### src/rtl/mmio_arbiter.sv
// 2:1 round-robin arbiter that merges fetch (m0) and load/store (m1) requests onto the mmio bus.
// Optional s_ready timeout is enabled by defining MMIO_ARB_TIMEOUT_EN.
module mmio_arbiter #(
    parameter int unsigned TIMEOUT_CYCLES = 255
) (
    input  logic        clk,
    input  logic        reset,
    input  logic        m0_valid,
    output logic        m0_ready,
    input  logic [31:0] m0_addr,
    input  logic [31:0] m0_dtw,
    output logic [31:0] m0_dtr,
    input  logic        m0_rw,
    input  logic        m1_valid,
    output logic        m1_ready,
    input  logic [31:0] m1_addr,
    input  logic [31:0] m1_dtw,
    output logic [31:0] m1_dtr,
    input  logic        m1_rw,
    output logic        s_valid,
    input  logic        s_ready,
    output logic [31:0] s_addr,
    output logic [31:0] s_dtw,
    input  logic [31:0] s_dtr,
    output logic        s_rw,
    output logic        s_err
);

    localparam int unsigned AW = 32;
    localparam int unsigned DW = 32;
    localparam int unsigned CW = 16;

    typedef enum logic [1:0] {
        IDLE  = 2'd0,
        BUSY0 = 2'd1,
        BUSY1 = 2'd2
    } state_t;

    state_t          r_state;
    state_t          w_state_nxt;
    logic            r_last;
    logic            r_s_valid;
    logic [AW-1:0]   r_s_addr;
    logic [DW-1:0]   r_s_dtw;
    logic            r_s_rw;
    logic            w_grant0;
    logic            w_grant1;
    logic            w_done;
    logic            w_timeout;

    if (TIMEOUT_CYCLES == 0 || TIMEOUT_CYCLES > 65535) begin : g_bad_timeout
        $error("mmio_arbiter: TIMEOUT_CYCLES must be in 1..65535");
    end

`ifdef MMIO_ARB_TIMEOUT_EN
    logic [CW-1:0] r_tmo_cnt;

    // w_timeout already excludes s_ready, so a late s_ready still completes normally
    assign w_timeout = (r_state != IDLE) && !s_ready &&
                       (r_tmo_cnt == CW'(TIMEOUT_CYCLES - 1));

    always_ff @(posedge clk) begin
        if (!reset) begin
            r_tmo_cnt <= '0;
        end else if (w_grant0 || w_grant1) begin
            r_tmo_cnt <= '0;
        end else if ((r_state != IDLE) && !s_ready) begin
            r_tmo_cnt <= r_tmo_cnt + CW'(1);
        end
    end
`else
    assign w_timeout = 1'b0;
`endif

    always_ff @(posedge clk) begin
        if (!reset) begin
            r_state <= IDLE;
        end else begin
            r_state <= w_state_nxt;
        end
    end

    always_comb begin
        w_state_nxt = r_state;
        w_grant0    = 1'b0;
        w_grant1    = 1'b0;
        m0_ready    = 1'b0;
        m1_ready    = 1'b0;
        m0_dtr      = '0;
        m1_dtr      = '0;
        s_err       = 1'b0;
        unique case (r_state)
            IDLE: begin
                // On contention the master that did not win last time is granted
                if (m0_valid && m1_valid) begin
                    w_grant0 = r_last;
                    w_grant1 = !r_last;
                end else begin
                    w_grant0 = m0_valid;
                    w_grant1 = m1_valid;
                end
                if (w_grant0) begin
                    w_state_nxt = BUSY0;
                end else if (w_grant1) begin
                    w_state_nxt = BUSY1;
                end
            end
            BUSY0: begin
                m0_ready = s_ready || w_timeout;
                m0_dtr   = w_timeout ? '1 : s_dtr;
                s_err    = w_timeout;
                if (m0_ready) begin
                    w_state_nxt = IDLE;
                end
            end
            BUSY1: begin
                m1_ready = s_ready || w_timeout;
                m1_dtr   = w_timeout ? '1 : s_dtr;
                s_err    = w_timeout;
                if (m1_ready) begin
                    w_state_nxt = IDLE;
                end
            end
            default: w_state_nxt = IDLE;
        endcase
    end

    assign w_done = m0_ready || m1_ready;

    // Winner's payload is latched at grant and held until completion
    always_ff @(posedge clk) begin
        if (!reset) begin
            r_last    <= 1'b0;
            r_s_valid <= 1'b0;
            r_s_addr  <= '0;
            r_s_dtw   <= '0;
            r_s_rw    <= 1'b0;
        end else if (w_grant0) begin
            r_last    <= 1'b0;
            r_s_valid <= 1'b1;
            r_s_addr  <= m0_addr;
            r_s_dtw   <= m0_dtw;
            r_s_rw    <= m0_rw;
        end else if (w_grant1) begin
            r_last    <= 1'b1;
            r_s_valid <= 1'b1;
            r_s_addr  <= m1_addr;
            r_s_dtw   <= m1_dtw;
            r_s_rw    <= m1_rw;
        end else if (w_done) begin
            r_s_valid <= 1'b0;
        end
    end

    assign s_valid = r_s_valid;
    assign s_addr  = r_s_addr;
    assign s_dtw   = r_s_dtw;
    assign s_rw    = r_s_rw;

endmodule
### config.mk
export PLATFORM = sky130hd
export DESIGN_NAME = mmio_arbiter
export DESIGN_NICKNAME = d
export VERILOG_FILES = /design/src/rtl/mmio_arbiter.sv
export SDC_FILE = /design/constraint.sdc
export NUM_CORES = 1
export LEC_CHECK = 0
export CAP_MARGIN = 40
export CORE_AREA = 2 2 117 119
export CTS_CLUSTER_SIZE = 20
export DETAILED_ROUTE_END_ITERATION = 10
export DIE_AREA = 0 0 119 121
export GPL_ROUTABILITY_DRIVEN = 0
export PLACE_DENSITY = 0.73
export SLEW_MARGIN = 0
export SYNTH_ARGS = -nofsm -noshare
export SYNTH_HDL_FRONTEND = slang
export SYNTH_SLANG_ARGS = --single-unit
export TNS_END_PERCENT = 20
### constraint.sdc
create_clock -name clk -period 1.5 [get_ports clk]
set_input_delay 0.225 -clock clk [delete_from_list [all_inputs] [get_ports clk]]
set_output_delay 0.225 -clock clk [all_outputs]
set_load 0.005 [all_outputs]
==> results.json, run 1 <==
{
  "status": "finished, violations left",
  "synth_edf_count": 0,
  "critical_path_arrival_ns": 1.53,
  "via_per_inst": 4.96,
  "tightestPinTransition_ns": 0.608,
  "reg2reg_from": "r_state[1]",
  "htree_levels": 3,
  "syn_inst": 326,
  "synth-async-reset-ratio_pct": 0,
  "dieArea_um2": 14400,
  "rsz0062_at_grt": "yes",
  "first_pass_iters": 4,
  "synth_xor_area_share_pct": 0,
  "muxShareOfSynthArea_pct": 0.354,
  "cpPeakStageDelay_ns": 0.37,
  "initial_core_util_pct": 24.3,
  "num_rows": 42,
  "ff2ff_path_depth": 8,
  "synthFlopType": "dfxtp_1",
  "fillers": 1117,
  "stdcell_count": 824,
  "cts_tree": "done",
  "cpLargestDelayFamily": "buffers and inverters",
  "layout_common_cells": "231 x clkdlybuf4s50_1, 67 x dfxtp_1, 65 x a221o_1",
  "reg2reg_slack_ns": -0.19,
  "fin_total_pwr_uw": 6750,
  "layout.nets": 812,
  "power.density_nw_per_um2": 930,
  "grt_pass1_wl_mm": 22.8,
  "hold_class": "in2reg",
  "cp_num_buf_inv": 5,
  "track_usage_pct": 20.2,
  "setup_violations": 132,
  "crit_cells": 7,
  "max-vdd-ir-drop_uv": 635,
  "crit_type": "reg2out",
  "path_clk_slew_ns": 0.06,
  "min_period_ns": 1.75,
  "cts-root-buf": "clkbuf_16",
  "antenna_found_initial": 2,
  "yosys.area_share.adder_pct": 1.18,
  "num_io_pins": 300,
  "core-area_um2": 13100,
  "yosys.area_share.simple_pct": 27.0,
  "chipHeight_um": 121,
  "cp-start-kind": "flop",
  "netlist_area_um2": 3180,
  "die_w_um": 119,
  "port_buffers": 298,
  "timing.rr.end": "s_addr[7]",
  "whs_ns": 0.370,
  "yosysWarnings": 0,
  "hpwl_mm": 10.5,
  "grt_pass1_vias": 4293,
  "cts-buffers-inserted": 9,
  "synth_nets": 496,
  "place_ws_ns": -0.406,
  "min_to": "r_state[1]",
  "hold_depth": 4,
  "fin_skew_ns": 0.00613,
  "grt_overflow": 0,
  "yosysUniqueCellTypes": 24,
  "cts.path.max_buffers": 2,
  "final_common_cell": "clkdlybuf4s50_1",
  "slew_viol_final": 0,
  "p_leak_uw": 0.00319,
  "drive_gt1_share_pct": 30.0,
  "clock_latency_ns": 0.33,
  "fmax_ghz": 0.571,
  "violations": "negative setup slack",
  "fin_crit_sh_pct": 117,
  "dp.cells": 785,
  "synth-seq-cells": 69,
  "num_vias": 4089,
  "wirelength_mm": 15.6,
  "critPathSlowestCell": "dfxtp_4",
  "ant_nets": 0,
  "drc": 0,
  "syn_to_final_growth_pct": 128,
  "crit_chain": "inv_4 > ha_4 > buf_6 > buf_16 > buf_8 > and2_1 > buf_2",
  "grt_max_degree": 66,
  "synth_area_per_cell_um2": 9.77,
  "max_cap_viol_count": 0,
  "synth-compound-area-share_pct": 22.3,
  "crit_fanout": 5,
  "crit_path_end_kind": "output port",
  "wl_per_cell_um": 18.9,
  "clock_sinks": 69,
  "slew_headroom_pct": 59.5,
  "synth_top_family_by_area": "simple AND/OR/NAND/NOR gates",
  "setup_ws_ns": -0.253,
  "min_from": "reset",
  "seq_area_frac_synth_pct": 43.4,
  "hold_viol": 0,
  "critPathRequiredTime_ns": 1.27,
  "initialDrtViolationCount": 154
}
## synthesized netlist by cell type (2+ instances only)
cell	instances	area share [%]
o21ai_1	2	0.31
inv_1	3	0.35
buf_2	5	0.79
inv_2	2	0.24
and3_1	65	13
dfxtp_1	69	43
a221o_1	65	20
a21oi_1	4	0.63
clkbuf_1	23	2.7
buf_4	7	1.7
and2_1	66	13
ha_1	3	1.2
## power by group
group	switching, uW	internal [uW]
combinational	797	1510
clock	796	1440
sequential	130	2080
## flip-flops by register name (all words and copies together) (netlist names)
signal / flops
r_last: 1
s_dtw: 32
s_valid: 1
r_state: 2
s_addr: 32
s_rw: 1
## metrics by stage
step / TNS [ns] / util [%] / area, um^2
after floorplan: 0 / - / 3200
after global placement: -28.97 / 49.6 / 6490
after detailed placement: -30.77 / 49.6 / 6490
after CTS: -16.43 / 54.1 / 7080
after global routing: -26.30 / 55.5 / 7260
final: -19.58 / 55.5 / 7260
## how the worst max path moves through the flow
stage	from	to	slack (ns)
finish	r_state[1]	m0_dtr[2]	-0.25
global route	r_state[1]	m0_dtr[2]	-0.31
CTS	r_state[1]	m0_dtr[29]	-0.25
detailed placement	m0_valid	s_addr[7]	-0.41
global placement	m0_valid	s_addr[5]	-0.37
floorplan	r_state[1]	s_addr[19]	0.002
## tightest hold or removal path, cell delays in order
cell      delay, ns
buf_2          0.12
inv_1          0.12
buf_4          0.15
a211oi_1       0.04
## cell type report
type | instances | area [um^2] | share of cell area, %
repair buffers | 340 | 3450 | 47.5
multi-input cells | 217 | 1860 | 25.7
flip-flops and latches | 69 | 1390 | 19.1
clock buffers | 9 | 225 | 3.10
well taps | 176 | 220 | 3.03
clock inverters | 6 | 88.8 | 1.22
inverters | 5 | 21.3 | 0.293
diodes | 2 | 5.00 | 0.0689
## logic make-up (layout without fill, tap and decap cells)
family | Yosys count | count (layout)
AOI/OAI and AO/OA | 75 | 75
DFF | 69 | 69
and+or+nand+nor | 137 | 137
adders and majority gates | 3 | 3
buffers and inverters | 40 | 360
other | 1 | 3
muxes | 1 | 1
## metal layers
| layer | up-vias | global-route usage [%] | share of wire [%] |
|---|---|---|---|
| met5 | - | 0 | 0 |
| met3 | 49 | 5.87 | 7.7 |
| met1 | 1943 | 19.3 | 35 |
| met2 | 231 | 37.8 | 52 |
| li1 | 1866 | - | - |
| met4 | 0 | 12.9 | 5.0 |
## what timing repair did
action	CTS	global route
cloned	7	0
endpoints found under the setup margin	132	132
resized for setup	296	85
hold buffers	0	0
buffers inserted	13	2
pin swaps	29	4
Power figures use the tool's default switching activity.
==> run 2, diff against run 1 <==
--- a/config.mk
+++ b/config.mk
@@ -5,13 +5,15 @@
 export SDC_FILE = /design/constraint.sdc
 export NUM_CORES = 1
 export LEC_CHECK = 0
-export CAP_MARGIN = 40
-export CORE_AREA = 2 2 117 119
+export CELL_PAD_IN_SITES_DETAIL_PLACEMENT = 0
+export CELL_PAD_IN_SITES_GLOBAL_PLACEMENT = 1
+export CORE_ASPECT_RATIO = 0.8
+export CORE_MARGIN = 1.5
+export CORE_UTILIZATION = 18
 export CTS_CLUSTER_SIZE = 20
 export DETAILED_ROUTE_END_ITERATION = 10
-export DIE_AREA = 0 0 119 121
 export GPL_ROUTABILITY_DRIVEN = 0
-export PLACE_DENSITY = 0.73
+export PLACE_DENSITY = 0.8
 export SLEW_MARGIN = 0
 export SYNTH_ARGS = -nofsm -noshare
 export SYNTH_HDL_FRONTEND = slang
==> results.json, run 2 (synthesis gave the netlist of run 1 again) <==
{
  "status": "finished, violations left",
  "violations": "negative setup slack",
  "layout.nets": 811,
  "port_buffers": 298,
  "num_rows": 43,
  "setup_ws_ns": -0.266,
  "clock_latency_ns": 0.34,
  "wirelength_mm": 15.3,
  "cpLargestDelayFamily": "buffers and inverters",
  "crit_fanout": 18,
  "slew_viol_final": 0,
  "layout_common_cells": "231 x clkdlybuf4s50_1, 67 x dfxtp_1, 65 x and3_1, 65 x a221o_1, 41 x and2_4",
  "cp-start-kind": "flop",
  "min_from": "reset",
  "cts.path.max_buffers": 2,
  "cp_num_buf_inv": 6,
  "chipHeight_um": 122,
  "power.density_nw_per_um2": 941,
  "dieArea_um2": 18500,
  "p_leak_uw": 0.00323,
  "crit_start": "r_state[1]",
  "track_usage_pct": 15.6,
  "placed_cell_area_um2": 6580,
  "crit_type": "reg2reg",
  "regArea_um2": 1390,
  "grt_max_degree": 39,
  "cpPeakStageDelay_ns": 0.36,
  "wl_per_cell_um": 17.5,
  "via_per_inst": 4.49,
  "rsz0062_at_grt": "yes",
  "die_w_um": 152,
  "cts_tree": "done",
  "hold_viol": 0,
  "clock_sinks": 69,
  "fillers": 1649,
  "max_cap_viol_count": 0,
  "multi_input_area_um2": 1830,
  "ant_nets": 0,
  "grt_overflow": 0,
  "first_pass_iters": 4,
  "path_clk_slew_ns": 0.06,
  "hpwl_mm": 10.1,
  "critPathSlowestCell": "dfxtp_4",
  "cts-buffers-inserted": 9,
  "fmax_ghz": 0.566,
  "crit_chain": "buf_6 > inv_6 > buf_4 > ha_4 > inv_4 > nor4_4 > buf_12 > clkbuf_16 > a221o_1",
  "critPathRequiredTime_ns": 1.78,
  "fin_crit_sh_pct": 118,
  "drive_gt1_share_pct": 27.9,
  "grt_pass1_wl_mm": 21.9,
  "crit_path_end_kind": "flop",
  "initialDrtViolationCount": 171,
  "grt_pass1_vias": 4023,
  "num_vias": 3912,
  "drc": 0,
  "place_ws_ns": -0.268,
  "antenna_found_initial": 0,
  "diodes": 0,
  "max-vdd-ir-drop_uv": 444,
  "min_period_ns": 1.77,
  "reg2reg_from": "r_state[1]",
  "htree_levels": 3,
  "final_common_cell": "clkdlybuf4s50_1",
  "setup_violations": 132,
  "fin_area_um2": 7310,
  "syn_to_final_growth_pct": 130,
  "hold_class": "in2reg",
  "core-area_um2": 17300,
  "num_io_pins": 300,
  "cts-root-buf": "clkbuf_16",
  "critical_path_arrival_ns": 2.05,
  "fin_skew_ns": 0.00865,
  "initial_core_util_pct": 18.4
}
## run 2: what timing repair did
action	in CTS	in global routing
buffers inserted	8	4
hold buffers	0	0
pin swaps	33	41
resized for setup	261	66
cloned	5	5
setup endpoints to repair	132	133
endpoints found under the hold margin	0	0
## run 2: worst min-delay path, delay by kind of cell
kind                   cells  cell delay [ns]
AO/OA/AOI/OAI              1             0.04
buffers and inverters      3             0.41
## run 2: area by class of cell
class                   instances  share of cell area (%)
flip-flops and latches         69                    19.0
repair buffers                339                    47.3
well taps                     225                    3.85
clock inverters                 6                    1.28
multi-input cells             217                    25.0
inverters                       5                   0.359
clock buffers                  10                    3.27
## run 2: stage by stage
stage | hold WS [ns] | total power (uW) | utilization (%) | std cells | TNS (ns)
2_1_floorplan | 0.344 | 2830 | - | 326 | 0
3_3_place_gp | 0.464 | 4200 | 38.0 | 835 | -25.37
3_5_place_dp | 0.477 | 4250 | 38.0 | 835 | -26.63
4_1_cts | 0.332 | 6870 | 41.5 | 864 | -33.62
5_1_grt | 0.374 | 7250 | 42.2 | 871 | -33.23
6_report | 0.374 | 6880 | 42.2 | 871 | -25.04
## run 2: layer usage
metal | vias to the layer above | track usage, % | wire (um)
met4 | 0 | 5.23 | 159
met5 | - | 0 | 0
met3 | 14 | 4.46 | 1040
li1 | 1859 | - | -
met2 | 158 | 27.1 | 7780
met1 | 1881 | 18.3 | 6290
## run 2: worst paths after layout
| check | slack [ns] | end | cells after the start |
|---|---|---|---|
| min reg2reg | 0.48 | s_valid | 2 |
| max | -0.27 | s_dtw[20] | 9 |
| min | 0.37 | r_state[1] | 4 |
| max reg2reg | -0.27 | s_dtw[20] | 9 |
## run 2: where the power goes
| group | switching [uW] | internal [uW] | total, uW | leakage (uW) |
|---|---|---|---|---|
| sequential | 125 | 2080 | 2200 | 0.000571 |
| clock | 850 | 1510 | 2360 | 0.000159 |
| combinational | 803 | 1520 | 2320 | 0.00250 |
